<file path="src/rtl/acorn_state_engine.sv">
// ACORN-128 state-update engine: advances the 293-bit state W steps per accepted
// beat and returns the W data/keystream bits through a one-deep output register.
module acorn_state_engine #(
  parameter int W     = 8,
  parameter int CNT_W = 16
) (
  input  logic             clk,
  input  logic             rst_n,
  input  logic             load,
  input  logic [292:0]     state_in,
  input  logic             in_valid,
  output logic             in_ready,
  input  logic [W-1:0]     in_data,
  input  logic             in_ca,
  input  logic             in_cb,
  input  logic [1:0]       in_mode,
  output logic             out_valid,
  input  logic             out_ready,
  output logic [W-1:0]     out_data,
  output logic [292:0]     state_out,
  output logic [CNT_W-1:0] beat_cnt
);

  localparam logic [1:0] MODE_DECRYPT   = 2'd2;
  localparam logic [1:0] MODE_KEYSTREAM = 2'd3;

  logic         accept;
  logic [292:0] beat_state;
  logic [W-1:0] beat_out;
  logic [293:0] step_res;

  // One ACORN step; result is {output bit, next state}.
  function automatic logic [293:0] acorn_step(
    input logic [292:0] s,
    input logic         ca,
    input logic         cb,
    input logic         d,
    input logic [1:0]   mode
  );
    logic [292:0] fb;
    logic         ks;
    logic         f;
    logic         m;
    logic         ob;
    fb      = s;
    fb[288] = s[288] ^ s[235] ^ s[230];
    fb[230] = s[230] ^ s[196] ^ s[193];
    fb[193] = s[193] ^ s[160] ^ s[154];
    fb[154] = s[154] ^ s[111] ^ s[107];
    fb[107] = s[107] ^ s[66]  ^ s[61];
    fb[61]  = s[61]  ^ s[23]  ^ s[0];
    ks = fb[12] ^ fb[154]
       ^ ((fb[235] & fb[61]) ^ (fb[235] & fb[193]) ^ (fb[61] & fb[193]))
       ^ ((fb[230] & fb[111]) ^ (~fb[230] & fb[66]));
    f  = fb[0] ^ ~fb[107]
       ^ ((fb[244] & fb[23]) ^ (fb[244] & fb[160]) ^ (fb[23] & fb[160]))
       ^ (ca & fb[196]) ^ (cb & ks);
    case (mode)
      MODE_DECRYPT:   m = d ^ ks;
      MODE_KEYSTREAM: m = 1'b0;
      default:        m = d;
    endcase
    ob = (mode == MODE_KEYSTREAM) ? ks : (d ^ ks);
    return {ob, f ^ m, fb[292:1]};
  endfunction

  assign in_ready = !load && (!out_valid || out_ready);
  assign accept   = in_valid && in_ready;

  // Unrolled chain of W steps; bit 0 of the beat is consumed first.
  always_comb begin
    beat_state = state_out;
    beat_out   = '0;
    step_res   = '0;
    for (int i = 0; i < W; i++) begin
      step_res    = acorn_step(beat_state, in_ca, in_cb, in_data[i], in_mode);
      beat_out[i] = step_res[293];
      beat_state  = step_res[292:0];
    end
  end

  // Load wins over beats; a pending output is dropped when a new state is loaded.
  always_ff @(posedge clk or negedge rst_n) begin
    if (!rst_n) begin
      state_out <= '0;
      out_valid <= 1'b0;
      out_data  <= '0;
      beat_cnt  <= '0;
    end else if (load) begin
      state_out <= state_in;
      beat_cnt  <= '0;
      out_valid <= 1'b0;
    end else if (accept) begin
      state_out <= beat_state;
      out_data  <= beat_out;
      out_valid <= 1'b1;
      beat_cnt  <= beat_cnt + 1'b1;
    end else if (out_ready) begin
      out_valid <= 1'b0;
    end
  end

endmodule

</file>
<file path="config.mk">
export PLATFORM = sky130hd
export DESIGN_NAME = acorn_state_engine
export DESIGN_NICKNAME = d
export VERILOG_FILES = /design/src/rtl/acorn_state_engine.sv
export SDC_FILE = /design/constraint.sdc
export NUM_CORES = 1
export LEC_CHECK = 0
export BUFFER_PORTS_ARGS = -buffer_cell sky130_fd_sc_hd__buf_2
export CORE_ASPECT_RATIO = 0.6
export CORE_UTILIZATION = 30
export DETAILED_ROUTE_END_ITERATION = 8
export PLACE_DENSITY_LB_ADDON = 0.2
export SLEW_MARGIN = 10
export SYNTH_ARGS = -nofsm -noshare
export SYNTH_HDL_FRONTEND = slang
export SYNTH_SLANG_ARGS = --single-unit
</file>
<file path="constraint.sdc">
create_clock -name clk -period 3.45 [get_ports clk]
set_input_delay 0.69 -clock clk [delete_from_list [all_inputs] [get_ports clk]]
set_output_delay 0.69 -clock clk [all_outputs]
set_load 0.01 [all_outputs]
</file>
## After elaboration in Yosys (flattened, before gate mapping)

Cells that the tools add are included.

| operators by class | value |
|---|---|
| $add $sub $neg | 1 |
| eq/ne operators | 2 |
| muxes and demuxes | 23 |
| bitwise gates (word level) | 305 |
| reductions and logical operators | 8 |

Operators with widths:

| kind | count |
|---|---|
| two-way mux 293 bit | 2 |
| bitwise XOR 1 bit | 208 |
| bitwise AND 1 bit | 80 |
| two-way mux 16 bit | 2 |
| NOT 1 bit | 17 |
| adder 16 x 1 -> 16 bit (second input constant) | 1 |
| case mux 1 bit (2 select lines) | 8 |
| two-way mux 1 bit | 11 |
| == test 2 bit (second input constant) | 2 |
| nonzero test 3 bit | 1 |
| logical AND 1 bit | 2 |
| zero test 1 bit | 2 |
| AND reduction 2 bit | 1 |
| nonzero test 2 bit | 1 |
| logical OR 1 bit | 1 |

| storage, ports and cells | value |
|---|---|
| flip-flop bits (word level) | 318 |
| input port bits | 310 |
| output and inout port bits | 319 |
| logic and storage cells | 343 |

## Longest topological paths before layout

Gate-level depths: netlist of run 1.

| logic depth | value |
|---|---|
| word-level depth | 14 |
| depth in mapped cells | 9 |
| gate-level depth less buffers | 7 |

## Worst setup path before layout of run 1

No wires, ideal clock.

| timing path | value |
|---|---|
| kind | reg-to-reg |
| start point | register state_out[160] |
| end point | register state_out[285] |
| library setup time | 146 ps |
| data arrival time | 2237 ps |
| required time | 3304 ps |
| path slack | 1067 ps |
| stages on the path, launching flop included | 9 |
| buffers on the path | 1 |
| clock period less this slack | 2383 ps |
| path through | dfrtp_1 > clkbuf_1 > xor3_1 > maj3_1 > o2111a_1 > nor4_1 > nand3_1 > xnor2_1 > o221ai_1 |

| between the ends | value |
|---|---|
| word-level cells in the longest chain between the ends | 14 |
| elaborated cells on any way between the ends | 23 |
| classes of those cells | mux (3); bitwise (20) |

RTL lines:

| element | line | RTL |
|---|---|---|
| start, declared | 20 | `output logic [292:0] state_out,` |
| start signal, assigned | 90 | `state_out <= state_in;` |
| start signal, assigned | 94 | `state_out <= beat_state;` |
| bitwise XOR 1 bit (2 in a row) | 48 | `fb[193] = s[193] ^ s[160] ^ s[154];` |
| bitwise AND 1 bit | 53 | `^ ((fb[235] & fb[61]) ^ (fb[235] & fb[193]) ^ (fb[61] & fb[193]))` |
| bitwise XOR 1 bit (3 in a row) | 53 |  |
| bitwise XOR 1 bit | 54 | `^ ((fb[230] & fb[111]) ^ (~fb[230] & fb[66]));` |
| bitwise XOR 1 bit or bitwise AND 1 bit (tied branches) | 59, 57 |  |
| case mux 1 bit (2 select lines) or bitwise XOR 1 bit (tied branches) | 58, 57 |  |
| bitwise XOR 1 bit * | 64 | `return {ob, f ^ m, fb[292:1]};` |
| bitwise XOR 1 bit * (2 in a row) | 46 | `fb[288] = s[288] ^ s[235] ^ s[230];` |
| two-way mux 293 bit * | 93 | `end else if (accept) begin` |
| two-way mux 293 bit * | 89 | `end else if (load) begin` |

Mark *: on every way between the ends. The rest lies on a longest branch, timed or not. The select of a mux whose other input is x is not followed.
A chain may end at the register's enable or synchronous reset.

## Final worst setup path of run 1

| timing path | value |
|---|---|
| start point | register state_out[200] |
| end point | register state_out[292] |

| between the ends | value |
|---|---|
| word-level cells in the longest chain between the ends | 12 |
| elaborated cells on any way between the ends | 20 |
| classes of those cells | mux (3); bitwise (17) |

RTL lines:

| element | line |
|---|---|
| bitwise XOR 1 bit (2 in a row) | 48 |
| bitwise AND 1 bit | 53 |
| bitwise XOR 1 bit (3 in a row) | 53 |
| bitwise XOR 1 bit * | 54 |
| bitwise XOR 1 bit or bitwise AND 1 bit (tied branches) | 59, 57 |
| case mux 1 bit (2 select lines) or bitwise XOR 1 bit (tied branches) | 58, 57 |
| bitwise XOR 1 bit * | 64 |
| two-way mux 293 bit * | 93 |
| two-way mux 293 bit * | 89 |

Marked as above.

==> impl_metrics.tcl, run 1 <==
set metrics [dict create \
    ir_drop_uv 316.8 \
    grt_pass1_vias 15028 \
    via_per_inst 5.209 \
    nets 2610 \
    grt_max_degree 190 \
    cp-end-kind "flip-flop" \
    clk_latency_ps 540 \
    crit_buf_inv 0 \
    synth_compound_area_frac 0.1774 \
    ys_seq_elements 318 \
    synth.avg_cell_area_um2 9.364 \
    postRouteAntennaNets 0 \
    cts_buffers 36 \
    hold_class "input pin to async pin" \
    drc_errors 0 \
    arrival_ps 3330 \
    synthMuxAreaShare 0.004828 \
    die_w_um 300.8 \
    finalSetupViolCount 0 \
    synthAdderAreaFrac 0.01075 \
    placed_area_mm2 0.02013 \
    routabilityCongestion 0.9078 \
    final_cell_area_mm2 0.02144 \
    grt-ovfl-total 0 \
    async_reset_ff_frac 1.000 \
    fin_crit_sh 0.8324 \
    die_area_mm2 0.05452 \
    min_period_ps 2872 \
    synth_top_family_by_area "compound AO/OA/AOI/OAI gates" \
    synth_top_flop_cell "dfrtp_1" \
    io_pins 629 \
    cts_hold_buf 0 \
    yosysSeqAreaShare 0.4952 \
    p_leak_nw 10.76 \
    yosys.area_share.simple 0.1743 \
    pwr_density_cell_mw_per_mm2 624.7 \
    synth.distinct_cells 45 \
    drv_slew 0 \
    start_util 0.3049 \
    clockRootBuffer "clkbuf_16" \
    dieHeight_um 181.3 \
    track_usage 0.2700 \
    cts_max_level 2 \
    setup_ws_ps 578.3 \
    cts_resized 0 \
    vias 15810 \
    synth_cells 1716 \
    grt_antenna_before_repair 8 \
    dp_slack_ps 645.0 \
    dpl.hpwl_um 57130 \
    first_pass_iters 5 \
    skew_ps 18.87 \
    area_growth_pct 33.40 \
    wirelength_um 76000 \
    wire_per_inst_um 25.04 \
    slowest_delay_ps 660 \
    cts_setup_buffers 0 \
    design.core.area_mm2 0.05270 \
    cts.sinks 318 \
    setup_tns_ps 0 \
    cts_tree "done" \
    yosys_warnings 0 \
    synth-edff-count 0 \
    fmax_mhz 348.2 \
    synth_nets 2027 \
    worstMarginPinSlew_ps 934.7 \
    drv_cap 0 \
    grt_pass1_wl_um 107700 \
    netlist_area_mm2 0.01607 \
    hold_viol_final 0 \
    clkTransAtPathRegs_ps 70 \
    critPathMaxFanout 6 \
    port_buffers 628 \
    required_ps 3900 \
    rsz0062_at_grt "false" \
    drive_gt1_frac 0.3236 \
    path_delay_family "XOR/XNOR gates" \
    worstSetupStartpointType "flip-flop" \
    outcome "finished, final reports clean" \
    cp_cell_sequence "xnor3_1, mux2i_2, xor2_1, a2111oi_0, nor4_1, a31oi_1, o31ai_2" \
    crit_type "flip-flop to flip-flop" \
    synth_xor_area_frac 0.1063 \
    max-slew-margin-rel 0.3769 \
    drtIter0Drc 1541 \
    critPathSlowestCell "dfrtp_1" \
    placementRows 65 \
    clock_path_buffers 3 \
]
[layout by cell type, fill, tap and decap left out, types with 8 or more instances in the layout]
cell type	n
o221ai_1	14
buf_2	626
nand3_1	14
nand2_1	605
xnor3_1	12
clkbuf_16	38
a21oi_1	14
maj3_1	16
dfrtp_1	318
xnor2_1	99
xor3_1	9
xor2_1	38
a211oi_1	10
buf_4	28
inv_1	9
o21ai_0	16
a22oi_1	253
buf_12	13
nor2_1	55
a221o_1	16
a2111oi_0	8
nor4_1	8
a31oi_1	13
[cells by family (layout without fill, tap and decap cells)]
kind of cell             count (synthesis)  in the layout
multiplexers                             5              5
XOR/XNOR                               159            159
AO/OA/AOI/OAI                          371            371
other                                    0              5
AND/OR/NAND/NOR                        713            713
flip-flops                             318            318
buffers and inverters                  133            744
adder cells (fa/ha/maj)                 17             17
[layout make-up]
cell class / count / area (µm²)
diodes: 5 / 12.51
clock buffers: 49 / 1052
clock inverters: 17 / 237.7
fillers: 5339 / 31270
inverters: 9 / 33.78
multi-input cells: 1265 / 7629
flip-flops and latches: 318 / 7958
well taps: 703 / 879.6
repair buffers: 669 / 3633
[state kept, by name (all words and copies together), names as in the netlist]
| name | count |
|---|---|
| state_out | 293 |
| out_valid | 1 |
| out_data | 8 |
| beat_cnt | 16 |
[worst paths after layout]
kind                                      from              to  slack (ps)  cells after the start
worst min register to register     out_data[7]     out_data[7]         480                      2
worst max-delay path            state_out[200]  state_out[292]         580                      7
max in group asynchronous                rst_n  state_out[253]        2400                      2
worst min-delay path                     rst_n   state_out[93]         130                      1
worst max register to register  state_out[200]  state_out[292]         580                      7
min in group clk                 state_in[224]  state_out[224]         360                      3
[power by group]
part           internal (W)  switching [W]
combinational       0.00170        0.00245
sequential          0.00424       0.000756
clock               0.00253        0.00171
[synthesized netlist by cell type, drive strengths merged, types with 6 or more instances]
library cell | count | share of area
clkbuf | 118 | 0.028
a221o | 16 | 0.010
o221ai | 14 | 0.0076
maj3 | 16 | 0.010
nand2 | 606 | 0.14
a211oi | 10 | 0.0047
o21ai | 16 | 0.0050
nand3 | 14 | 0.0044
a22oi | 253 | 0.12
inv | 9 | 0.0021
nor4 | 8 | 0.0031
a31oi | 13 | 0.0051
xnor3 | 13 | 0.018
xor3 | 9 | 0.013
xnor2 | 99 | 0.054
nor2 | 56 | 0.013
dfrtp | 318 | 0.50
a21oi | 14 | 0.0044
xor2 | 38 | 0.021
buf | 6 | 0.0016
a2111oi | 13 | 0.0090
and2 | 6 | 0.0023
and3 | 6 | 0.0023
[per-stage QoR]
step	hold WS, ps	total power, W	util	std cells
final	127.1	0.01339	0.4067	3035
after global placement	463.3	0.009145	0.3820	2964
after global routing	147.6	0.01403	0.4066	3033
after detailed placement	470.4	0.009162	0.3820	2964
after CTS	157.7	0.01348	0.4065	3030
after floorplan	394.4	0.007075	-	1716
[metal layers]
| layer | GRT usage | wire length [µm] |
|---|---|---|
| met5 | 0 | 35 |
| met3 | 0.04473 | 4918 |
| met2 | 0.4161 | 34330 |
| met1 | 0.3996 | 35780 |
| met4 | 0.04569 | 941 |
No activity file was read; power rests on OpenSTA's default activity.
==> inputs of run 2 (changes only) <==
ABC_AREA = 1   (was not set)
clock period = 3 ns   (was 3.45 ns; I/O delays follow)
==> run 2 against run 1 <==
  * Core utilization down 0.42 points
  * First-iteration DRC count up 23%
  * Sequential power up 9.4%
  * Highest routed layer unchanged
  * Total power up 9.8%
  * Clock power up 7.5%
  * Synthesized cell count up 24%
==> impl_metrics.tcl, run 2 <==
set metrics [dict create \
    outcome "finished, final reports clean" \
    io_pins 629 \
    crit_type "flip-flop to flip-flop" \
    cts_buffers 36 \
    pwr-share-clk 0.311 \
    cts_setup_buffers 0 \
    cts.sinks 318 \
    fmax_mhz 373.7 \
    setup_tns_ps 0 \
    skew_ps 11.99 \
    drive_gt1_frac 0.2825 \
    clk_latency_ps 550 \
    synth_area_leaders "dfrtp_1 47%, nand2_1 16%, o221ai_1 14%, inv_1 7.4%, nand3_1 4.8%" \
    postRouteAntennaNets 0 \
    timing.rr.end "state_out[285]" \
    regMostFlops "state_out" \
    p_leak_nw 11.94 \
    synth_top_flop_cell "dfrtp_1" \
    die_area_mm2 0.05718 \
    routabilityCongestion 0.9849 \
    grt-ovfl-total 0 \
    routed.top_layer "met5" \
    cts_resized 0 \
    cts_max_level 2 \
    max-slew-margin-rel 0.3855 \
    rrSetupSlack_ps 320 \
    power.switching_w 0.005832 \
    min_period_ps 2676 \
    clock_path_buffers 3 \
    ir_drop_uv 317.6 \
    drtIter0Drc 1889 \
    placementRows 66 \
    grt_max_degree 154 \
    layout_common_cells "728 x nand2_1, 626 x buf_2, 331 x inv_1" \
    clkTransAtPathRegs_ps 60 \
    final_core_util 0.4025 \
    fin_crit_sh 0.8921 \
    grt_antenna_before_repair 17 \
    dr_wl_met3_um 9217 \
    synth-edff-count 0 \
    cts_tree "done" \
    dpl.hpwl_um 70360 \
    layout_commonest_cell "nand2_1" \
    area_growth_pct 30.90 \
    synth_nets 2433 \
    wirelength_um 90420 \
    arrival_ps 3110 \
    required_ps 3430 \
    largest_reg_flops 293 \
    yosysMostFrequentCell "nand2_1" \
    worstSetupStartpointType "flip-flop" \
    via_per_inst 5.400 \
    yosysSeqAreaShare 0.4720 \
    drv_slew 0 \
    combPwrFrac 0.318 \
    clockRootBuffer "clkbuf_16" \
    cts_hold_buf 0 \
    yosys_warnings 0 \
    dieHeight_um 185.6 \
    critPathMaxFanout 5 \
    drc_errors 0 \
    hold_viol_final 0 \
    synth.avg_cell_area_um2 7.945 \
    port_buffers 628 \
    switching_share 0.3966 \
    crit_start "state_out[160]" \
    worstMarginPinSlew_ps 921.8 \
    start_util 0.3075 \
    pwr_density_cell_mw_per_mm2 666.3 \
    endpoint "state_out[285]" \
    cp-end-kind "flip-flop" \
    drv_cap 0 \
    total_power_w 0.01471 \
    netlist_top_cells_count "728 x nand2_1, 331 x inv_1, 318 x dfrtp_1" \
    hold_class "input pin to async pin" \
    top_regs "state_out (293), beat_cnt (16), out_data (8)" \
    netlist_area_mm2 0.01686 \
    synth_cells 2122 \
    grt_pass1_vias 17712 \
    p_int_w 0.008874 \
    reg2reg_depth 14 \
    track_usage 0.3057 \
    die_w_um 308.1 \
    finalSetupViolCount 0 \
    power_frac_seq 0.371 \
    wire_per_inst_um 25.83 \
    first_pass_iters 6 \
    synth_top_area_frac 0.4720 \
    design.core.area_mm2 0.05483 \
    met2_length_um 39480 \
    nets 3028 \
    timing.rr.start "state_out[160]" \
    vias 18905 \
    rsz0062_at_grt "false" \
    async_reset_ff_frac 1.000 \
    ys_seq_elements 318 \
    grt_pass1_wl_um 126300 \
    wl_met1_um 39840 \
    yosysTopAreaCell "dfrtp_1" \
    synth.distinct_cells 38 \
]
run 2: changes by cell type after synthesis, sizes merged, moves of 16 or more:
cell,before,now
a221o,16,0
nand2,606,753
inv,9,343
nor2,56,27
nand3,14,170
clkbuf,118,71
xnor2,99,12
buf,6,34
xor2,38,8
maj3,16,0
a22oi,253,9
o221ai,14,271
o21ai,16,34
run 2: logic make-up (layout without fill, tap and decap cells):
kind of cell / count (synthesis) / count (layout) / share of synthesized area
compound gates: 353 / 353 / 0.1699
xor+xnor: 20 / 20 / 0.01039
fa+ha+maj: 1 / 1 / 0.0007420
buf+inv: 450 / 1071 / 0.1031
flops: 318 / 318 / 0.4720
other cells: 0 / 10 / 0
simple gates: 980 / 980 / 0.2439
run 2: worst min-delay path by stage:
stage               cells past startpoint  slack (ps)         start            end
floorplan                               0         300         rst_n    beat_cnt[0]
global placement                        1         470  beat_cnt[15]   beat_cnt[15]
detailed placement                      1         470  beat_cnt[15]   beat_cnt[15]
CTS                                     1         110         rst_n  state_out[91]
global route                            1         120         rst_n  state_out[94]
finish                                  1          80         rst_n  state_out[91]
run 2: area by class of cell:
cell class | count | area, µm²
inverters | 345 | 1303
repair buffers | 662 | 3506
multi-input cells | 1354 | 7173
well taps | 748 | 935.9
clock inverters | 13 | 121.4
fillers | 5807 | 32760
clock buffers | 51 | 1049
flip-flops and latches | 318 | 7958
diodes | 10 | 25.02
run 2: critical path: stages (launching register included):
cell and delay, ps:
dfrtp_1 610, inv_1 380, nand2_1 140, o21ai_0 210, or2_2 360, nand2_1 60
nand2_1 70, nand2_1 60, nand2_1 50, nand2_1 140, nand3_1 90, nand2_1 110
nand3_1 70, nand3_1 120, nand2_1 70
run 2: routing by layer:
metal / global-route usage / vias to the layer above
li1: - / 8352
met4: 0.05473 / 12
met2: 0.4624 / 939
met1: 0.4390 / 9462
met3: 0.08027 / 140
met5: 0 / -
run 2: power by group through the flow:
stage	Combinational (W)	Clock (W)	Sequential [W]
final	0.00468	0.00457	0.00546
after global routing	0.00506	0.00483	0.00551
after CTS	0.00462	0.00464	0.00544
after detailed placement	0.00460	0	0.00551
after global placement	0.00456	0	0.00551
after floorplan	0.00215	0	0.00556
run 2: stage by stage:
step	hold WS [ps]	worst slack, ps	cell area [µm²]	std cells
final	82.64	323.7	22070	3501
after floorplan	304.4	1130	16860	2122
after CTS	105.8	462.4	22040	3491
after global placement	466.5	508.9	20880	3427
after detailed placement	467.1	485.5	20880	3427
after global routing	117.3	204.2	22050	3494
==> inputs of run 3 (changes only) <==
BUFFER_PORTS_ARGS = -buffer_cell sky130_fd_sc_hd__buf_4   (was -buffer_cell sky130_fd_sc_hd__buf_2)
==> run 3 against run 2 <==
  * Sequential power is essentially flat
  * Largest power group unchanged
  * Highest routed layer unchanged
  * Sequential cell count is the same
  * Total power grew 1.4%
==> impl_metrics.tcl, run 3 (synthesis gave the netlist of run 2 again) <==
set metrics [dict create \
    skew_ps 20.85 \
    dp.cells 3430 \
    grt_antenna_before_repair 6 \
    cts_buffers 35 \
    setup_tns_ps 0 \
    fill_cells 5684 \
    reg2reg_depth 13 \
    nets 3030 \
    clk_latency_ps 550 \
    layout_commonest_cell "nand2_1" \
    drc_errors 0 \
    grt_max_degree 220 \
    hold_class "input pin to async pin" \
    die_area_mm2 0.05718 \
    cts_setup_buffers 0 \
    hold_viol_final 0 \
    clockRootBuffer "clkbuf_16" \
    max-slew-margin-rel 0.2666 \
    grt_pass1_wl_um 123800 \
    start_util 0.3075 \
    cp-end-kind "flip-flop" \
    outcome "finished, final reports clean" \
    vias 18745 \
    min_period_ps 2879 \
    stdcell_count 3490 \
    clkTransAtPathRegs_ps 60 \
    die_w_um 308.1 \
    area_growth_pct 39.84 \
    dieHeight_um 185.6 \
    largest_reg_flops 293 \
    cts_tree "done" \
    routabilityCongestion 0.9828 \
    wirelength_um 88990 \
    arrival_ps 3310 \
    regArea_mm2 0.007958 \
    drv_cap 0 \
    layout_common_cells "728 x nand2_1, 655 x buf_4, 331 x inv_1" \
    cts.sinks 318 \
    postRouteAntennaNets 0 \
    cts_resized 0 \
    ir_drop_uv 304.0 \
    pwr_density_cell_mw_per_mm2 632.4 \
    first_pass_iters 6 \
    required_ps 3430 \
    cts_hold_buf 0 \
    worstSetupStartpointType "flip-flop" \
    via_per_inst 5.371 \
    rsz0062_at_grt "false" \
    finalSetupViolCount 0 \
    grt_pass1_vias 17772 \
    fmax_mhz 347.4 \
    drive_gt1_frac 0.2806 \
    regMostFlops "state_out" \
    multi_input_area_mm2 0.007173 \
    worstMarginPinSlew_ps 1100 \
    placementRows 66 \
    critPathMaxFanout 6 \
    p_leak_nw 12.41 \
    crit_type "flip-flop to flip-flop" \
    wire_per_inst_um 25.50 \
    top_regs "state_out (293), beat_cnt (16), out_data (8)" \
    port_buffers 628 \
    cts_max_level 2 \
    io_pins 629 \
    clock_path_buffers 3 \
    total_power_w 0.01491 \
    dpl.hpwl_um 69210 \
    drv_slew 0 \
    drtIter0Drc 1927 \
    design.core.area_mm2 0.05483 \
    fin_crit_sh 0.9596 \
    track_usage 0.2991 \
    grt-ovfl-total 0 \
]
-- run 3: changes by cell type in the layout (fill, tap and decap cells not counted), sizes merged --
cell	delta
clkinv	-3
inv	-2
diode	-9
clkinvlp	-1
clkbuf	+1
buf	+3
-- run 3: power by group --
group / internal (W) / switching (W)
registers: 0.00484 / 0.000650
logic: 0.00191 / 0.00316
clock network: 0.00243 / 0.00192
total: 0.00918 / 0.00573
-- run 3: per-layer routing --
metal,part of all wire,wire length [µm],vias to the layer above,track usage
met1,0.45,40090,9386,0.4305
met5,0.00043,38,-,0
met2,0.44,39380,892,0.4585
met3,0.087,7728,109,0.06649
li1,-,-,8354,-
met4,0.020,1747,4,0.05851
-- run 3: final timing paths --
check	end	slack (ps)	start
setup / recovery	state_out[286]	120	state_out[67]
hold / removal	state_out[94]	60	rst_n
setup reg to reg	state_out[286]	120	state_out[67]
hold reg to reg	out_data[7]	500	out_data[7]
max in group asynchronous	state_out[93]	2040	rst_n
min in group clk	out_valid	240	load
-- run 3: worst max-delay path, cell delays in order (launching register included) --
cell and delay (ps):
dfrtp_1 650, inv_1 360, nand2_1 280, nand3_1 140, nand2_1 270, nand2_1 80, nand2_1 130, nand3_1 90
nand2_1 270, nand4_1 130, nand2_1 110, nand3_1 70, nand3_1 100, nand2_1 60
-- run 3: area by class of cell --
cell class                      count  share of cell area
Sequential cell                   318              0.3375
Multi-Input combinational cell   1354              0.3042
Timing Repair Buffer              665              0.2166
Inverter                          345             0.05524
Clock buffer                       52             0.04288
Tap cell                          748             0.03969
Clock inverter                      7            0.003715
Antenna cell                        1           0.0001061
-- run 3: per-stage QoR --
step / setup slack (ps) / cell area, µm² / util / hold WS, ps
global placement: 281.0 / 22480 / 0.4099 / 462.9
finish: 121.1 / 23580 / 0.4300 / 60.71
detailed placement: 274.2 / 22480 / 0.4099 / 478.4
global route: 72.89 / 23580 / 0.4300 / 107.0
CTS: 251.3 / 23580 / 0.4299 / 103.2
floorplan: 1130 / 16860 / - / 304.4
